==> config.mk <==
export PLATFORM = sky130hd
export DESIGN_NAME = seq_restoring_divider
export DESIGN_NICKNAME = d
export VERILOG_FILES = /design/src/rtl/seq_restoring_divider_pkg.sv /design/src/rtl/seq_restoring_divider_cla_subtractor.sv /design/src/rtl/seq_restoring_divider.sv
export SDC_FILE = /design/constraint.sdc
export NUM_CORES = 1
export LEC_CHECK = 0
export BUFFER_PORTS_ARGS = -buffer_cell sky130_fd_sc_hd__buf_2
export CAP_MARGIN = 15
export CORE_MARGIN = 8
export CORE_UTILIZATION = 38
export DETAILED_ROUTE_END_ITERATION = 8
export PLACE_DENSITY = 0.63
export RECOVER_POWER = 50
export REMOVE_ABC_BUFFERS = 1
export SYNTH_ARGS = -nofsm -noshare
export SYNTH_HDL_FRONTEND = slang
export SYNTH_SLANG_ARGS = --single-unit
==> constraint.sdc <==
create_clock -name clk -period 2.62 [get_ports clk]
set_input_delay 0.131 -clock clk [delete_from_list [all_inputs] [get_ports clk]]
set_output_delay 0.131 -clock clk [all_outputs]
set_load 0.005 [all_outputs]
==> src/rtl/seq_restoring_divider_pkg.sv <==
`default_nettype none
// ============================================================================
//  Module      : seq_restoring_divider_pkg
//  Description : Shared types and helpers for the sequential restoring divider
//  Revision    : 1.0 - initial release
// ============================================================================
package seq_restoring_divider_pkg;

    // Controller states of the divider
    typedef enum logic [1:0] {
        ST_IDLE = 2'd0,
        ST_RUN  = 2'd1,
        ST_DONE = 2'd2
    } state_t;

    // Iteration counter width: ceiling log2 of the operand width
    function automatic int cnt_width(input int width);
        return (width < 2) ? 1 : $clog2(width);
    endfunction

endpackage
`default_nettype wire

==> src/rtl/seq_restoring_divider_cla_subtractor.sv <==
`default_nettype none
// ============================================================================
//  Module      : cla_subtractor
//  Description : Combinational a - b computed as a + ~b + 1 with a parallel
//                -prefix generate/propagate carry network. borrow_n is the
//                carry-out: 1 means a >= b.
//  Revision    : 1.0 - initial release
// ============================================================================
module cla_subtractor #(
    parameter int WIDTH = 9
) (
    input  logic [WIDTH-1:0] a,
    input  logic [WIDTH-1:0] b,
    output logic [WIDTH-1:0] diff,
    output logic             borrow_n
);

    localparam int c_LEVELS = (WIDTH < 2) ? 1 : $clog2(WIDTH);

    logic [WIDTH-1:0] w_g0;
    logic [WIDTH-1:0] w_p0;
    logic [WIDTH-1:0] w_gk [0:c_LEVELS];
    logic [WIDTH-1:0] w_pk [0:c_LEVELS];
    logic [WIDTH-1:0] w_carry;
    logic             w_unused_p;

    // Prefix tree: after the last level w_gk[i] is the carry out of bit i,
    // with the constant carry-in of 1 folded into bit 0 at the base.
    always_comb begin
        w_g0    = a & ~b;
        w_p0    = a ^ ~b;
        w_gk[0] = w_g0;
        w_gk[0][0] = w_g0[0] | w_p0[0];
        w_pk[0] = w_p0;
        for (int k = 1; k <= c_LEVELS; k++) begin
            for (int i = 0; i < WIDTH; i++) begin
                if (i >= (1 << (k - 1))) begin
                    w_gk[k][i] = w_gk[k-1][i] | (w_pk[k-1][i] & w_gk[k-1][i - (1 << (k - 1))]);
                    w_pk[k][i] = w_pk[k-1][i] & w_pk[k-1][i - (1 << (k - 1))];
                end else begin
                    w_gk[k][i] = w_gk[k-1][i];
                    w_pk[k][i] = w_pk[k-1][i];
                end
            end
        end
        w_carry  = {w_gk[c_LEVELS][WIDTH-2:0], 1'b1};
        diff     = w_p0 ^ w_carry;
        borrow_n = w_gk[c_LEVELS][WIDTH-1];
    end

    // Final-level group propagates have no consumer
    assign w_unused_p = ^w_pk[c_LEVELS];

endmodule
`default_nettype wire

==> src/rtl/seq_restoring_divider.sv <==
`default_nettype none
// ============================================================================
//  Module      : seq_restoring_divider
//  Description : Iterative unsigned restoring divider, one quotient bit per
//                clock, start/busy/done handshake. Trial subtraction via
//                cla_subtractor.
//  Revision    : 1.0 - initial release
// ============================================================================
module seq_restoring_divider
    import seq_restoring_divider_pkg::*;
#(
    parameter int WIDTH = 8
) (
    input  logic             clk,
    input  logic             rst_n,
    input  logic             start,
    input  logic [WIDTH-1:0] dividend,
    input  logic [WIDTH-1:0] divisor,
    output logic             busy,
    output logic             done,
    output logic [WIDTH-1:0] quotient,
    output logic [WIDTH-1:0] remainder,
    output logic             div_by_zero
);

    localparam int                 c_CNT_W    = cnt_width(WIDTH);
    localparam logic [c_CNT_W-1:0] c_CNT_LAST = c_CNT_W'(WIDTH - 1);

    state_t             r_state;
    state_t             w_state_nxt;
    logic               w_accept;

    // Partial remainder; its MSB is always 0 between iterations since R < divisor
    logic [WIDTH:0]     r_rem;
    // Dividend shifts out of the top while quotient bits shift in at the bottom
    logic [WIDTH-1:0]   r_dvd;
    logic [WIDTH-1:0]   r_dvs;
    logic [c_CNT_W-1:0] r_cnt;
    logic               r_dbz;

    logic [WIDTH:0]     w_shift;
    logic [WIDTH:0]     w_diff;
    logic               w_no_borrow;
    logic               w_unused_msb;

    assign w_shift      = {r_rem[WIDTH-1:0], r_dvd[WIDTH-1]};
    assign w_unused_msb = r_rem[WIDTH];

    cla_subtractor #(
        .WIDTH (WIDTH + 1)
    ) u_sub (
        .a        (w_shift),
        .b        ({1'b0, r_dvs}),
        .diff     (w_diff),
        .borrow_n (w_no_borrow)
    );

    // State register
    always_ff @(posedge clk or negedge rst_n) begin
        if (!rst_n) begin
            r_state <= ST_IDLE;
        end else begin
            r_state <= w_state_nxt;
        end
    end

    // Next-state, handshake outputs and start acceptance
    always_comb begin
        w_state_nxt = r_state;
        w_accept    = 1'b0;
        busy        = 1'b0;
        done        = 1'b0;
        case (r_state)
            ST_IDLE: begin
                if (start) begin
                    w_accept    = 1'b1;
                    w_state_nxt = (divisor == '0) ? ST_DONE : ST_RUN;
                end
            end
            ST_RUN: begin
                busy = 1'b1;
                if (r_cnt == '0) begin
                    w_state_nxt = ST_DONE;
                end
            end
            ST_DONE: begin
                done = 1'b1;
                if (start) begin
                    w_accept    = 1'b1;
                    w_state_nxt = (divisor == '0) ? ST_DONE : ST_RUN;
                end else begin
                    w_state_nxt = ST_IDLE;
                end
            end
            default: begin
                w_state_nxt = ST_IDLE;
            end
        endcase
    end

    // Operand capture and one restoring iteration per RUN cycle
    always_ff @(posedge clk or negedge rst_n) begin
        if (!rst_n) begin
            r_rem <= '0;
            r_dvd <= '0;
            r_dvs <= '0;
            r_cnt <= '0;
            r_dbz <= 1'b0;
        end else if (w_accept) begin
            r_dvs <= divisor;
            r_cnt <= c_CNT_LAST;
            if (divisor == '0) begin
                r_dvd <= '1;
                r_rem <= {1'b0, dividend};
                r_dbz <= 1'b1;
            end else begin
                r_dvd <= dividend;
                r_rem <= '0;
                r_dbz <= 1'b0;
            end
        end else if (r_state == ST_RUN) begin
            r_rem <= w_no_borrow ? w_diff : w_shift;
            r_dvd <= {r_dvd[WIDTH-2:0], w_no_borrow};
            if (r_cnt != '0) begin
                r_cnt <= r_cnt - c_CNT_W'(1);
            end
        end
    end

    assign quotient    = r_dvd;
    assign remainder   = r_rem[WIDTH-1:0];
    assign div_by_zero = r_dbz;

endmodule
`default_nettype wire

== After elaboration in Yosys (flattened, before gate mapping) ==
Cells that the tools add are included.
Word-level totals
  register bits after elaboration: 30
  word-level logic and storage cells: 92
Operators by class
  $add $sub $neg: 1
  equality and inequality tests: 4
  bitwise gates (word level): 52
  mux-type cells: 20
  reduce and logical (&&, ||, !) cells: 9
Operator list (number)
  8-bit two-way mux: 7
  1-bit bitwise AND: 29
  1-bit OR: 19
  9-bit bitwise AND: 1
  3-bit two-way mux: 3
  8-bit inverter with 9-bit output: 1
  9-bit bitwise XOR: 1
  8-bit zero test: 1
  2-bit two-way mux: 4
  8-bit bitwise XOR: 1
  2-bit one-hot mux with 3 select lines: 1
  1-bit two-way mux: 5
  2-bit != test (second input constant): 2
  2-bit AND reduction: 2
  2-bit nonzero test: 2
  3-bit zero test: 1
  3-bit nonzero test: 1
  3-bit by 1-bit subtractor with 3-bit output (second input constant): 1
  2-bit by 1-bit == test with 1-bit output (second input constant): 1
  2-bit == test (second input constant): 1
  2-bit zero test: 1
  2-bit OR reduction: 1

== Depth between registers and ports, before layout ==
Gate-level depths: netlist (run 1).
  word-level depth: 12
  mapped depth: 9
  mapped depth without buffers: 9

== Modules after synthesis ==
A second synthesis (run 1) with hierarchy kept.
Unflattened totals
  cell total of the unflattened synthesis: 220
  area, all modules: 1966.9 um^2
Modules (own cells, without submodules)
  seq_restoring_divider: sequential area each 750.7 um^2, area an instance 1592.8 um^2, times used 1, cells each 169
  cla_subtractor: sequential area each 0.0 um^2, area an instance 374.1 um^2, times used 1, cells each 51

== Worst setup path before layout (run 1) ==
No wires, ideal clock.
  path type: register to register
  from: register r_rem[2]
  to: register r_rem[0]
  slack: 0.496 ns
  path buffers: 0
  arrival: 2.041 ns
  cell stages (with the launch flop): 8
  path through: dfrtp_1 -> ha_1 -> a21o_1 -> a21oi_2 -> a32oi_2 -> a21boi_4 -> mux2_2 -> o21ai_0
Between the ends
  word-level cells in the longest chain between the ends: 10
  elaborated cells between the ends (all ways): 16
  those cells by class: mux: 3; bitwise: 13
Ends and longest elaborated chain
  from (decl): line seq_restoring_divider.sv:34  | logic [WIDTH:0] r_rem;
  from (signal assigned): line seq_restoring_divider.sv:114  | r_rem <= {1'b0, dividend};
  from (signal assigned): line seq_restoring_divider.sv:122  | r_rem <= w_no_borrow ? w_diff : w_shift;
  9-bit bitwise AND / 9-bit bitwise XOR (equally long branches): line seq_restoring_divider_cla_subtractor.sv:30, seq_restoring_divider_cla_subtractor.sv:31
  1-bit bitwise AND (on tied branches): line seq_restoring_divider_cla_subtractor.sv:38, seq_restoring_divider_cla_subtractor.sv:39
  1-bit OR / 1-bit bitwise AND (equally long branches): line seq_restoring_divider_cla_subtractor.sv:38  | w_gk[k][i] = w_gk[k-1][i] | (w_pk[k-1][i] & w_gk[k-1][i - (1 << (k - 1))]);
  1-bit OR: line seq_restoring_divider_cla_subtractor.sv:38
  1-bit bitwise AND: line seq_restoring_divider_cla_subtractor.sv:38
  1-bit OR: line seq_restoring_divider_cla_subtractor.sv:38
  1-bit OR *: line seq_restoring_divider_cla_subtractor.sv:38
  8-bit two-way mux *: line seq_restoring_divider.sv:122
  8-bit two-way mux *: line seq_restoring_divider.sv:121  | end else if (r_state == ST_RUN) begin
  8-bit two-way mux *: line seq_restoring_divider.sv:109  | end else if (w_accept) begin
Mark *: on every way between the ends. The rest lies on a longest branch, timed or not. The select of a mux whose other input is x is not followed.
A chain may end at the register's enable or synchronous reset.

== Final worst setup path (run 1) ==
  from: register r_rem[0]
  to: register r_rem[0]
Between the ends
  word-level cells in the longest chain between the ends: 11
  elaborated cells between the ends (all ways): 16
  those cells by class: mux: 3; bitwise: 13
Ends and longest elaborated chain
  9-bit bitwise AND: line seq_restoring_divider_cla_subtractor.sv:30  | w_g0 = a & ~b;
  1-bit bitwise AND: line seq_restoring_divider_cla_subtractor.sv:38
  1-bit OR: line seq_restoring_divider_cla_subtractor.sv:38
  1-bit bitwise AND: line seq_restoring_divider_cla_subtractor.sv:38
  1-bit OR: line seq_restoring_divider_cla_subtractor.sv:38
  1-bit bitwise AND: line seq_restoring_divider_cla_subtractor.sv:38
  1-bit OR: line seq_restoring_divider_cla_subtractor.sv:38
  1-bit OR *: line seq_restoring_divider_cla_subtractor.sv:38
  8-bit two-way mux *: line seq_restoring_divider.sv:122
  8-bit two-way mux *: line seq_restoring_divider.sv:121
  8-bit two-way mux *: line seq_restoring_divider.sv:109
Marks and branches as above.

==> results.yml, run 1 <==
logic_synthesis:
  synth_cells: 179
  syn_area_per_cell_um2: 9.39
  ys_seq_elements: 30
  ys_types: 36
  synth-edff-count: 0
  synth_seq_area_share_pct: 44.6
  async_flop_share_pct: 100
  ys_warn_count: 0
  ys.flop_type: "dfrtp_1"
  syn_area_um2: 1680
sta:
  fmax_mhz: 441
  layout_setup_ws_ns: 0.351
  fin_crit_ns: 2.27
  worst_pin_slew_ns: 1.67
  setup_viol: 0
  fin_skew_ns: 0.00464
  rsz0062_at_grt: "false"
  fin_setup_tns_ns: 0
  holdWs_ns: 0.0573
  period_share_pct: 86.6
  max_slew_margin_pct: -11.4
  finalHoldViolCount: 0
  maxSlewViolCount: 31
power:
  ir_drop_v: 0.000736
  power_uw: 2960
  leakage_uw: 0.000950
  p_per_area_nw_per_um2: 1470
cells_and_area:
  syn_to_final_growth_pct: 19.4
  layout.nets: 251
  layout_common_cells: "30 x dfrtp_1, 27 x buf_2, 21 x nand2_1"
  drive_gt1_share_pct: 20.4
  antenna_cells: 0
  design_area_um2: 2010
  fillers: 465
  layout_commonest_cell: "dfrtp_1"
  seqCellArea_um2: 751
  multi_input_area_um2: 856
flow_run:
  maxCapViolCount: 1
critical_path:
  r2r-start: "r_rem[0]$_DFFE_PN0P_"
  worstPathMaxFanout: 9
  required_ns: 2.83
  crit_start: "r_rem[0]$_DFFE_PN0P_"
  crit_chain: "ha_1 -> nor2b_1 -> o2111ai_1 -> a32oi_2 -> a21boi_4 -> mux2_2 -> o21ai_0"
  arrival_ns: 2.48
  cp-start-kind: "register"
  critPathKind: "register to register"
  slowest_stage: "dfrtp_1"
  endpoint_kind: "register"
  slowest_delay_ns: 0.45
floorplanning:
  core_um2: 4320
  die_width_um: 82.5
  ios: 38
  initial_core_util_pct: 38.9
  rows: 24
  die_h_um: 82.5
  die_area_um2: 6810
route:
  drt_iter0_drc: 43
  drc_errors: 0
  vias: 1423
  wl_mm: 4.12
  drt_first_pass_iters: 4
  viasPerCell: 5.21
  routedWlPerCell_um: 15.1
  ant_nets: 0
clock_tree:
  clock_path_buffers: 2
  cts_tree: "built"
  cts_made_buffers: 5
  cts_setup_buffers: 0
  insertion_delay_ns: 0.28
  numClockSinks: 30
  root_buffer: "clkbuf_8"
  htreeDepth: 2
  clk_pin_slew_worst_paths_ns: 0.07
place:
  post-place-ws_ns: 0.354
  dp_hpwl_mm: 3.19
  numPortBuffers: 37
  gp_congestion: 0.848
  dpl_cell_area_um2: 1930
global_routing:
  grt_antenna_before_repair: 0
  grt_max_degree: 31
  overflow: 0
  track_usage_pct: 13.2
  grt_pass1_vias: 1421
  grt_pass1_wl_mm: 6.89
min_path:
  hp-class: "primary input to register"
  hp-start: "divisor[0]"
status:
  violations: "capacitance limit, slew limit"
  outcome: "finished, violations left"
report_power, final:
| group | switching, uW | internal, uW | total (uW) |
|---|---|---|---|
| sequential | 161 | 700 | 861 |
| clock | 181 | 178 | 359 |
| combinational | 959 | 782 | 1740 |
final timing paths:
check | to | slack [ns] | depth (start not counted)
max | r_rem[0]$_DFFE_PN0P_ | 0.35 | 7
max in group asynchronous | r_dvs[5]$_DFFE_PN0P_ | 0.84 | 2
max reg2reg | r_rem[0]$_DFFE_PN0P_ | 0.35 | 7
min in group asynchronous | quotient[5]$_DFFE_PN0P_ | 0.82 | 2
min | r_dvs[0]$_DFFE_PN0P_ | 0.06 | 3
min reg2reg | div_by_zero$_DFFE_PN0P_ | 0.48 | 1
cells by family after synthesis:
group | count (synthesis) | share of synthesized area (%)
AOI/OAI and AO/OA | 54 | 22.4
buffers and inverters | 20 | 4.46
and+or+nand+nor | 53 | 13.7
xor gates and xnor gates | 6 | 3.12
muxes | 5 | 3.05
DFF | 30 | 44.6
adders and majority gates | 11 | 8.63
Yosys cell counts (2+ instances only):
cell      number  share of area [%]
a211oi_1       3                1.3
xor2_1         4                2.1
xnor2_1        2                1.0
inv_1         14                3.1
nor2b_1        3                1.1
a21o_1         4                1.8
clkbuf_1       6                1.3
mux2i_1        4                2.4
nand2b_1       3                1.1
nor3_1         5                1.5
nor2_1        18                4.0
a21oi_1        8                2.4
o22ai_1        7                2.6
o31ai_1        3                1.3
o21ai_0       13                3.9
or4_1          2               0.89
nand2_1       21                4.7
ha_1          10                7.4
dfrtp_1       30                 45
a32oi_1        3                1.6
critical path: cells and delay by family (launching register included):
family	cells	cell delay, ns
simple gates	1	0.14
fa+ha+maj	1	0.31
compound gates	4	0.93
mux	1	0.37
flops	1	0.45
metal layers:
| metal | GRT usage [%] | routed length, um | vias up |
|---|---|---|---|
| li1 | - | - | 717 |
| met1 | 17.3 | 1950 | 666 |
| met2 | 19.9 | 1870 | 35 |
| met3 | 4.55 | 244 | 5 |
| met4 | 4.14 | 58 | 0 |
| met5 | 0 | 0 | - |
metrics by stage:
| stage | utilization, % | cells |
|---|---|---|
| final | 46.4 | 273 |
| after global routing | 46.4 | 273 |
| after detailed placement | 44.7 | 265 |
| after floorplan | - | 173 |
| after CTS | 46.7 | 273 |
| after global placement | 44.7 | 265 |
flip-flops by register name, summed over array words and instances (netlist names):
register,cells
r_state,2
div_by_zero,1
quotient,8
r_dvs,8
r_rem,8
r_cnt,3
repair_timing:
item,in CTS,in global routing
hold buffers,1,0
gates resized for setup,0,0
hold endpoints to repair,30,0
endpoints found under the setup margin,0,0
cell type report:
class / count / share of cell area [%]
Inverter: 14 / 2.62
Sequential cell: 30 / 37.4
Clock inverter: 2 / 0.498
Clock buffer: 5 / 3.43
Timing Repair Buffer: 41 / 10.2
Multi-Input combinational cell: 129 / 42.6
Tap cell: 52 / 3.24
Note: power is estimated with default switching activity, not from simulation.
==> run 2, diff against run 1 <==
- ABC_AREA: not set -> 1
- CORE_ASPECT_RATIO: not set -> 2
- PLACE_DENSITY: 0.63 -> 0.62
==> results.yml, run 2 <==
sta:
  fin_setup_tns_ns: 0
  max_slew_margin_pct: -13.1
  fin_crit_ns: 1.97
  holdWs_ns: 0.120
  rsz0062_at_grt: "false"
  fmax_mhz: 509
  fin_skew_ns: 0.00720
  maxSlewViolCount: 31
  layout_setup_ws_ns: 0.654
  setup_viol: 0
  worst_pin_slew_ns: 1.70
  finalHoldViolCount: 0
  period_share_pct: 75.0
logic_synthesis:
  synth_most_common_cell: "nand2_1"
  synth_area_leaders: "dfrtp_1 39%, nand2_1 11%, inv_1 8.9%"
  synth-edff-count: 0
  ys_types: 26
  syn_area_per_cell_um2: 7.56
  synth_seq_area_share_pct: 38.5
  synth_top_area_share_pct: 38.5
  ys_seq_elements: 30
  async_flop_share_pct: 100
  synth_cells: 258
  yosysTopAreaCell: "dfrtp_1"
  syn_area_um2: 1950
  synth_commonest_cells: "56 x nand2_1, 46 x inv_1, 30 x dfrtp_1, 20 x o21ai_0, 18 x nand3_1"
  ys.flop_type: "dfrtp_1"
  ys_warn_count: 0
power:
  leakage_uw: 0.00120
  p_per_area_nw_per_um2: 1500
  ir_drop_v: 0.000744
clock_tree:
  root_buffer: "clkbuf_8"
  cts_tree: "built"
  numClockSinks: 30
  insertion_delay_ns: 0.28
  htreeDepth: 2
  cts_setup_buffers: 0
  clock_path_buffers: 2
  cts_made_buffers: 5
  clk_pin_slew_worst_paths_ns: 0.07
status:
  violations: "capacitance limit, slew limit"
  outcome: "finished, violations left"
cells_and_area:
  syn_to_final_growth_pct: 16.7
  antenna_cells: 0
  layout_commonest_cell: "nand2_1"
  layout_common_cells: "56 x nand2_1, 46 x inv_1, 30 x dfrtp_1"
  layout.nets: 330
  drive_gt1_share_pct: 18.6
  fin_util_pct: 45.1
  stdcell_count: 359
critical_path:
  critPathKind: "register to register"
  crit_start: "quotient[7]$_DFFE_PN0P_"
  rr_endpoint: "r_rem[4]$_DFFE_PN0P_"
  arrival_ns: 2.13
  crit_path_end: "r_rem[4]$_DFFE_PN0P_"
  worstPathMaxFanout: 4
  r2r_slack_ns: 0.65
  cp-start-kind: "register"
  r2r-start: "quotient[7]$_DFFE_PN0P_"
  required_ns: 2.79
  endpoint_kind: "register"
  reg2reg_depth: 9
global_routing:
  track_usage_pct: 13.7
  use_met3_pct: 3.15
  grt_max_degree: 31
  overflow: 0
  grt_antenna_before_repair: 0
  gr-usage-met1_pct: 16.8
  met2_usage_pct: 21.1
  busiest_layer: "met2"
  grt_pass1_wl_mm: 8.39
  grt_pass1_vias: 1821
route:
  drt_iter0_drc: 42
  drc_errors: 0
  routedWlPerCell_um: 13.4
  vias: 1770
  ant_nets: 0
  wl_mm: 4.81
  viasPerCell: 4.93
  drt_first_pass_iters: 4
place:
  numPortBuffers: 37
  post-place-ws_ns: 0.660
  dp_hpwl_mm: 3.78
  post-place-cells: 350
  gp_congestion: 0.874
floorplanning:
  die_area_um2: 7820
  core_um2: 5050
  die_h_um: 117
  initial_core_util_pct: 38.6
  rows: 37
  die_width_um: 66.6
  ios: 38
min_path:
  hp-class: "primary input to register"
flow_run:
  maxCapViolCount: 1
run 2: how the worst min path moves through the flow:
stage	startpoint	to	slack, ns	cells after the start
3_5_place_dp	rst_n	r_rem[5]$_DFFE_PN0P_	0.23	1
4_1_cts	divisor[5]	r_dvs[5]$_DFFE_PN0P_	0.11	3
6_report	divisor[5]	r_dvs[5]$_DFFE_PN0P_	0.12	3
2_1_floorplan	rst_n	div_by_zero$_DFFE_PN0P_	-0.16	0
5_1_grt	divisor[4]	r_dvs[4]$_DFFE_PN0P_	0.13	3
3_3_place_gp	rst_n	r_dvs[3]$_DFFE_PN0P_	0.22	1
run 2: cells by family after synthesis:
| logic type | synth area share, % |
|---|---|
| and+or+nand+nor | 29.2 |
| AOI/OAI and AO/OA | 12.7 |
| DFF | 38.5 |
| buffers and inverters | 10.8 |
| xor gates and xnor gates | 1.35 |
| adders and majority gates | 7.45 |
run 2: layer usage:
metal / up-vias / share of wire (%)
li1: 910 / -
met5: - / 0
met4: 0 / 3.1
met2: 47 / 48
met1: 798 / 44
met3: 15 / 5.2
run 2: area by class of cell:
type | instances | area [um2]
Sequential cell | 30 | 751
Multi-Input combinational cell | 176 | 988
Clock buffer | 6 | 82.6
Timing Repair Buffer | 39 | 188
Tap cell | 58 | 72.6
Fill cell | 536 | 2770
Inverter | 48 | 180
Clock inverter | 2 | 12.5
run 2: per-stage QoR:
step | power (uW) | instance area [um2]
6_report | 3420 | 2270
3_3_place_gp | 3030 | 2180
2_1_floorplan | 2460 | 1920
3_5_place_dp | 3070 | 2180
5_1_grt | 3840 | 2270
4_1_cts | 3480 | 2290
run 2: report_power, final:
group	total (uW)	internal (uW)	switching (uW)
registers	882	700	181
logic	2150	822	1330
clock network	384	211	173
run 2: repair_timing:
action,CTS,global route
hold endpoints to repair,30,0
gates resized for setup,0,0
hold buffers,1,0
setup endpoints to repair,0,0
run 2: critical path, cell delays in order (launching register included):
cell     delay, ns
dfrtp_1       0.40
inv_1         0.12
ha_1          0.16
inv_1         0.10
fa_1          0.44
a21oi_1       0.20
xor2_1        0.20
nand2_1       0.07
nand3_1       0.10
a21oi_2       0.06
